`config.mk`:
```
export PLATFORM = sky130hd
export DESIGN_NAME = esc_spin_ctrl
export DESIGN_NICKNAME = d
export VERILOG_FILES = /design/src/rtl/esc_spin_ctrl.sv
export SDC_FILE = /design/constraint.sdc
export NUM_CORES = 1
export LEC_CHECK = 0
export BUFFER_PORTS_ARGS = -buffer_cell sky130_fd_sc_hd__buf_4
export CAP_MARGIN = 30
export CORE_AREA = 2 2 167 169
export DETAILED_ROUTE_END_ITERATION = 6
export DIE_AREA = 0 0 169 171
export PLACE_DENSITY = 0.58
export SLEW_MARGIN = 20
export SYNTH_ARGS = -nofsm -noshare
export SYNTH_HDL_FRONTEND = slang
export SYNTH_SLANG_ARGS = --single-unit
export TNS_END_PERCENT = 50
```
`constraint.sdc`:
```
create_clock -name clk -period 3.6 [get_ports clk]
set_input_delay 0.9 -clock clk [delete_from_list [all_inputs] [get_ports clk]]
set_output_delay 0.9 -clock clk [all_outputs]
set_load 0.02 [all_outputs]
```
`src/rtl/esc_spin_ctrl.sv`:
```
// Arm/spin-up sequencer for a four-motor ESC bank: zero-speed arming hold,
// slew-limited speed tracking, controlled ramp-down on disarm, immediate kill.
module esc_spin_ctrl #(
    parameter int unsigned ARM_CYCLES = 25_000_000,
    parameter int unsigned RAMP_DIV   = 50_000,
    parameter logic [10:0] RAMP_STEP  = 11'd8
) (
    input  logic        clk,
    input  logic        rst,
    input  logic        arm,
    input  logic        disarm,
    input  logic        kill,
    input  logic [10:0] frnt_tgt,
    input  logic [10:0] bck_tgt,
    input  logic [10:0] lft_tgt,
    input  logic [10:0] rght_tgt,
    output logic [10:0] frnt_spd,
    output logic [10:0] bck_spd,
    output logic [10:0] lft_spd,
    output logic [10:0] rght_spd,
    output logic        motors_off,
    output logic        armed,
    output logic        busy
);

    localparam int unsigned ARM_W  = (ARM_CYCLES > 1) ? $clog2(ARM_CYCLES) : 1;
    localparam int unsigned TICK_W = (RAMP_DIV > 1) ? $clog2(RAMP_DIV) : 1;
    localparam logic [ARM_W-1:0]  ARM_LAST  = ARM_W'(ARM_CYCLES - 1);
    localparam logic [TICK_W-1:0] TICK_LAST = TICK_W'(RAMP_DIV - 1);

    typedef enum logic [1:0] {
        OFF    = 2'd0,
        ARMING = 2'd1,
        RUN    = 2'd2,
        STOP   = 2'd3
    } state_t;

    state_t            state;
    state_t            state_next;
    logic [ARM_W-1:0]  arm_cnt;
    logic [ARM_W-1:0]  arm_cnt_next;
    logic [TICK_W-1:0] tick_cnt;
    logic [TICK_W-1:0] tick_cnt_next;
    logic [3:0][10:0]  spd;
    logic [3:0][10:0]  spd_next;
    logic [3:0][10:0]  tgt;
    logic              ramping;
    logic              ramping_next;
    logic              tick;
    logic              all_zero;

    assign tgt      = {rght_tgt, lft_tgt, bck_tgt, frnt_tgt};
    assign frnt_spd = spd[0];
    assign bck_spd  = spd[1];
    assign lft_spd  = spd[2];
    assign rght_spd = spd[3];

    assign ramping      = (state == RUN) || (state == STOP);
    assign ramping_next = (state_next == RUN) || (state_next == STOP);
    assign tick         = ramping && (tick_cnt == TICK_LAST);
    assign all_zero     = (spd == '0);

    // One slew step; the 12-bit difference keeps the clamp exact near 0 and 2047.
    function automatic logic [10:0] slew(input logic [10:0] cur, input logic [10:0] goal);
        logic [11:0] diff;
        logic [10:0] result;
        result = cur;
        diff   = '0;
        if (cur < goal) begin
            diff = {1'b0, goal} - {1'b0, cur};
            if (diff > {1'b0, RAMP_STEP}) begin
                result = cur + RAMP_STEP;
            end else begin
                result = goal;
            end
        end else if (cur > goal) begin
            diff = {1'b0, cur} - {1'b0, goal};
            if (diff > {1'b0, RAMP_STEP}) begin
                result = cur - RAMP_STEP;
            end else begin
                result = goal;
            end
        end
        return result;
    endfunction

    always_comb begin
        state_next   = state;
        arm_cnt_next = '0;
        spd_next     = spd;
        case (state)
            OFF: begin
                spd_next = '0;
                if (arm) begin
                    state_next = ARMING;
                end
            end
            ARMING: begin
                spd_next = '0;
                if (disarm) begin
                    state_next = OFF;
                end else if (arm_cnt == ARM_LAST) begin
                    state_next = RUN;
                end else begin
                    arm_cnt_next = arm_cnt + 1'b1;
                end
            end
            RUN: begin
                if (tick) begin
                    for (int i = 0; i < 4; i++) begin
                        spd_next[i] = slew(spd[i], tgt[i]);
                    end
                end
                if (disarm) begin
                    state_next = STOP;
                end
            end
            STOP: begin
                if (all_zero) begin
                    state_next = OFF;
                end else if (tick) begin
                    for (int i = 0; i < 4; i++) begin
                        spd_next[i] = slew(spd[i], 11'd0);
                    end
                end
            end
            default: begin
                state_next = OFF;
                spd_next   = '0;
            end
        endcase
        // Kill overrides every other request, including a same-edge disarm or tick.
        if (kill) begin
            state_next   = OFF;
            spd_next     = '0;
            arm_cnt_next = '0;
        end
    end

    // The tick phase carries across RUN->STOP so the ramp-down keeps its cadence.
    always_comb begin
        tick_cnt_next = '0;
        if (ramping && ramping_next) begin
            tick_cnt_next = tick ? '0 : tick_cnt + 1'b1;
        end
    end

    always_ff @(posedge clk or posedge rst) begin
        if (rst) begin
            state      <= OFF;
            arm_cnt    <= '0;
            tick_cnt   <= '0;
            spd        <= '0;
            motors_off <= 1'b1;
            armed      <= 1'b0;
            busy       <= 1'b0;
        end else begin
            state      <= state_next;
            arm_cnt    <= arm_cnt_next;
            tick_cnt   <= tick_cnt_next;
            spd        <= spd_next;
            motors_off <= (state_next == OFF);
            armed      <= (state_next == RUN);
            busy       <= (state_next == ARMING) || (state_next == STOP);
        end
    end

endmodule

```
==> results.toml, run 1 <==
[status]
status = "finished, final reports clean"

[synthesis]
yosysTopAreaCellShare = 0.205
syn_inst = 1444
yosysWarnings = 0
synth_fp_nets = 1599
synth_flop_cell = "dfrtp_1"
synth-edff-count = 0
yosysTopAreaCell = "dfrtp_1"
synthTopCellsByArea = "dfrtp_1 (21%), ha_1 (12%), nor2_1 (5.3%)"
yosysMostFrequentCell = "nor2_1"
synth.distinct_cells = 84
ys_seq_area_frac = 0.208
synthTopCellsByCount = "nor2_1 (151), inv_1 (120), ha_1 (102), o21ai_0 (101), nand2_1 (97)"
syn_avg_cell_area_sq_um = 7.43
netlist_area_sq_um = 10700
ys_ff_latch = 89
ys_async_sr_fraction = 1.00

[cells_and_area]
synthToLayoutAreaGrowth_pct = 28.7
drive_above_1_share = 0.230
fillers = 2690
diodes = 0
nNetsFinal = 1869

[drt]
ant_nets = 0
firstDrtPassIters = 5
drc_errors = 0
drt_iter0_markers = 918
vias = 11700
wl_per_cell_microns = 17.0
drt-total-wl_mm = 35.2
vias_per_cell = 5.68

[clocking]
cts_sinks = 89
clkTransAtPathRegs_ns = 0.07
cts_buffer_depth = 2
postCtsHoldBufs = 0
cts_tree = "done"
cts_buffers = 9
clk_latency_ns = 0.36
cts_root_buffer = "clkbuf_16"
postCtsSetupBuffers = 0
htreeDepth = 3

[place]
portBuffers = 95
dpl.hpwl_mm = 28.1
gp_routability_congestion = 0.940

[timing]
tns_ns = 0
max_clock_freq_mhz = 290
period_share = 0.959
finalSetupViolCount = 0
hold_viol = 0
slew_viol_final = 0
finalClockSkew_ns = 0.0103
worst_pin_slew_ns = 0.860
period_needed_ns = 3.45
relSlewSlack = 0.427

[worst_setup_path]
worst_ep_required_time_ns = 3.83
cpMostUsedCell = "buf_4"
crit_fanout = 7
cp_slowest_cell = "or4b_2"
path_class = "input pin to register"
rr_worst_depth = 11
start_kind = "input pin"
slowest_delay_ns = 0.64
end_kind = "register"
cp_cell_sequence = "buf_4 -> inv_1 -> ha_1 -> buf_4 -> nand4_1 -> a21oi_1 -> or4b_2 -> o211ai_1 -> a2111oi_2 -> buf_4 -> a21oi_2 -> a22oi_1 -> a21o_1 -> a221o_1"
arrival_ns = 3.69

[grt]
grt_pass1_wl_mm = 57.4
met1_usage = 0.338
grt_pass1_vias = 11100
grt_max_degree = 51
top_usage_layer = "met2"
track_usage = 0.243
antenna_found_initial = 0
gr-usage-met2 = 0.398
gr-usage-met3 = 0.0275
overflow = 0

[die]
fp.dieW_microns = 169
core_sq_um = 27300
die_h_microns = 171
row_count = 61
io_pins = 96
initial_core_util = 0.393
design.die.area_sq_um = 28900

[pwr]
p_int_uw = 2190
p_sw_frac = 0.345
vdd_drop_max_mv = 0.273
p_total_uw = 3340
p_sw_uw = 1150
pwr-share-comb = 0.371
cellPowerDensity_nw_per_um2 = 242
leakage_uw = 0.00650
p_clk_frac = 0.317
seq_power_share = 0.312

[min_path]
hold_path.class = "register to register"
holdPathStages = 1

[run]
cap_violations = 0
## worst paths after layout
path,from,to,slack (ns)
setup / recovery,rght_tgt[3],rght_spd[5],0.15
hold / removal,tick_cnt[0],tick_cnt[0],0.49
setup reg to reg,rght_spd[9],rght_spd[7],0.35
hold reg to reg,tick_cnt[0],tick_cnt[0],0.49
max in group asynchronous,rst,motors_off,2.29
min in group asynchronous,rst,arm_cnt[3],0.60
## flip-flops by register name, indices dropped and copies added, names as in the netlist
signal      flops
arm_cnt        25
armed           1
bck_spd        11
frnt_spd       11
lft_spd        11
motors_off      1
rght_spd       11
state           2
tick_cnt       16
## power groups by stage
stage | combinational, uW | sequential [uW] | clock (uW)
2_1_floorplan | 698 | 1080 | 0
6_report | 1240 | 1040 | 1060
4_1_cts | 1230 | 1040 | 1070
3_3_place_gp | 1210 | 1060 | 0
5_1_grt | 1370 | 1050 | 1110
3_5_place_dp | 1220 | 1060 | 0
## area by class of cell
cell class / instances / area (sq um) / share of cell area
clock buffer: 9 / 225 / 0.0163
tap: 346 / 433 / 0.0313
clock inverter: 7 / 100 / 0.00724
timing repair buffer: 326 / 2460 / 0.178
inverter: 120 / 465 / 0.0337
sequential: 89 / 2230 / 0.161
multi-input combinational: 1168 / 7910 / 0.572
## per-stage QoR
stage	cell area (sq um)	std cells	setup WS (ns)	utilization	hold slack, ns
floorplan	10800	1444	-0.0599	-	0.425
global placement	13400	2049	-0.216	0.492	0.444
detailed placement	13400	2049	-0.349	0.492	0.445
CTS	13800	2065	0.0220	0.504	0.483
global route	13800	2065	-0.00122	0.506	0.511
finish	13800	2065	0.148	0.506	0.489
## routing by layer
| metal | vias to the layer above | share of wire |
|---|---|---|
| li1 | 5771 | - |
| met1 | 5509 | 0.47 |
| met2 | 392 | 0.45 |
| met3 | 53 | 0.054 |
| met4 | 0 | 0.022 |
| met5 | - | 0 |
## logic make-up after synthesis
| group | after synthesis | synth area share |
|---|---|---|
| AO/OA/AOI/OAI | 422 | 0.262 |
| buffers and inverters | 187 | 0.0671 |
| XOR/XNOR | 79 | 0.0645 |
| flip-flops | 89 | 0.208 |
| adder cells (fa/ha/maj) | 106 | 0.126 |
| AND/OR/NAND/NOR | 542 | 0.254 |
| multiplexers | 19 | 0.0180 |
## worst max-delay path: cells and delay by family
family                   cells  cell delay (ns)
adder cells (fa/ha/maj)      1             0.33
AO/OA/AOI/OAI                7             1.26
AND/OR/NAND/NOR              2             0.75
buffers and inverters        4             0.45
## cell usage in the layout (no fill, tap or decap), types with 17 or more instances in the layout
cell type,instances
nand4_1,21
buf_4,325
ha_1,95
xor2_1,28
a21o_1,19
or3_1,17
nor3_1,50
a21oi_1,90
nor2_1,151
o21a_1,18
mux2i_1,17
and3_1,21
o21ai_0,100
nand2_1,97
nand3_1,63
nand2b_1,26
xnor2_1,51
dfrtp_1,88
inv_1,116
nor4_1,19
## timing repair
item / CTS / global route
endpoints found under the setup margin: 0 / 22
gates resized for setup: 0 / 16
hold endpoints to repair: 0 / 0
(Power assumes the default switching activity.)
==> run 2: changes to the inputs <==
Settings changed: CTS_BUF_LIST set to sky130_fd_sc_hd__clkbuf_16, SKIP_LAST_GASP set to 1.
==> run 2 against run 1 <==
Compared with the run above:
- first-iteration DRC count grew 10%
- setup slack worse by 0.019 ns
- design area fell by 0.13%
- sequential cell count is the same
- via count is 0.13% lower
==> results.toml, run 2 (synthesis results as in run 1) <==
[worst_setup_path]
worst_ep_required_time_ns = 3.83
path_class = "input pin to register"
crit_fanout = 7
start_kind = "input pin"
arrival_ns = 3.70
end_kind = "register"

[drt]
vias = 11700
vias_per_cell = 5.67
drt_iter0_markers = 1010
drt-total-wl_mm = 35.2
wl_per_cell_microns = 17.1
firstDrtPassIters = 6
drc_errors = 0
ant_nets = 0

[run]
cap_violations = 0

[clocking]
cts_root_buffer = "clkbuf_16"
cts_buffers = 9
htreeDepth = 3
cts_buffer_depth = 2
clk_latency_ns = 0.36
cts_sinks = 89
clkTransAtPathRegs_ns = 0.07
cts_tree = "done"
postCtsHoldBufs = 0

[grt]
grt_max_degree = 51
grt_pass1_vias = 11100
track_usage = 0.243
grt_pass1_wl_mm = 57.4
overflow = 0
antenna_found_initial = 0

[timing]
rsz0062_at_grt = "yes"
hold_viol = 0
period_share = 0.964
relSlewSlack = 0.426
finalSetupViolCount = 0
fin_ws_ns = 0.129
worst_pin_slew_ns = 0.860
period_needed_ns = 3.47
slew_viol_final = 0
finalClockSkew_ns = 0.0116
tns_ns = 0
max_clock_freq_mhz = 288

[place]
dpl.hpwl_mm = 28.1
placed_cells = 2049
place_area_sq_um = 13400
dp_slack_ns = -0.349
gp_routability_congestion = 0.940
portBuffers = 95

[cells_and_area]
final_cell_mix = "buf_4 (325), nor2_1 (151), inv_1 (116)"
synthToLayoutAreaGrowth_pct = 28.6
final_cells = 2065
fillers = 2691
nNetsFinal = 1869
final_common_cell = "buf_4"
fin_area_sq_um = 13800
reg_top3 = "arm_cnt (25), tick_cnt (16)"
diodes = 0
largest-register = "arm_cnt"
drive_above_1_share = 0.227
largest_reg_flops = 25

[die]
die_h_microns = 171
io_pins = 96
initial_core_util = 0.393
fp.dieW_microns = 169
design.die.area_sq_um = 28900
row_count = 61
core_sq_um = 27300

[min_path]
hold_path.class = "register to register"

[pwr]
vdd_drop_max_mv = 0.273
cellPowerDensity_nw_per_um2 = 242
p_total_uw = 3340
leakage_uw = 0.00650

[status]
status = "finished, final reports clean"
run 2: cell count changes in the layout (fill, tap and decap cells not counted):
cell | previous run | this run
a211oi_1 | 15 | 16
ha_1 | 95 | 97
a21oi_1 | 90 | 92
a21oi_2 | 5 | 3
a211oi_2 | 2 | 1
ha_2 | 4 | 2
run 2: worst paths after layout:
path / from / to / slack (ns) / cells past startpoint
worst max-delay path: rght_tgt[3] / rght_spd[5] / 0.13 / 14
worst min-delay path: tick_cnt[0] / tick_cnt[0] / 0.49 / 1
worst max register to register: bck_spd[5] / bck_spd[0] / 0.31 / 13
worst min register to register: tick_cnt[0] / tick_cnt[0] / 0.49 / 1
max in group asynchronous: rst / motors_off / 2.29 / 3
min in group asynchronous: rst / arm_cnt[3] / 0.60 / 2
run 2: metrics by stage:
step	hold slack, ns	utilization
floorplan	0.425	-
global placement	0.444	0.492
detailed placement	0.445	0.492
CTS	0.483	0.504
global route	0.511	0.505
finish	0.491	0.505
run 2: layout make-up:
class,count,area [sq um],share of cell area
tap,346,433,0.0314
sequential,89,2230,0.161
multi-input combinational,1168,7890,0.572
clock inverter,7,100,0.00725
clock buffer,9,225,0.0163
timing repair buffer,326,2460,0.178
inverter,120,465,0.0337
run 2: routing by layer:
metal  global-route usage  part of all wire  up-vias
met3               0.0275             0.053       57
met1                0.338              0.47     5482
li1                     -                 -     5767
met4               0.0740             0.022        0
met2                0.398              0.45      404
met5                    0                 0        -
run 2: worst max-delay path, stage by stage:
cell       delay (ns)
buf_4            0.09
inv_1            0.05
ha_1             0.33
buf_4            0.15
nand4_1          0.11
a21oi_1          0.13
or4b_2           0.65
o211ai_1         0.14
a2111oi_2        0.07
buf_4            0.16
a21oi_2          0.29
a22oi_1          0.12
a21o_1           0.20
a221o_1          0.33
run 2: where the power goes:
| group | switching, uW | leakage, uW | internal, uW |
|---|---|---|---|
| clock network | 440 | 0.000160 | 615 |
| registers | 24.7 | 0.00124 | 1020 |
| logic | 684 | 0.00511 | 554 |
run 2: what timing repair did:
action | CTS | global route
gates resized for setup | 0 | 11
endpoints found under the setup margin | 0 | 22
buffers inserted | 0 | 0
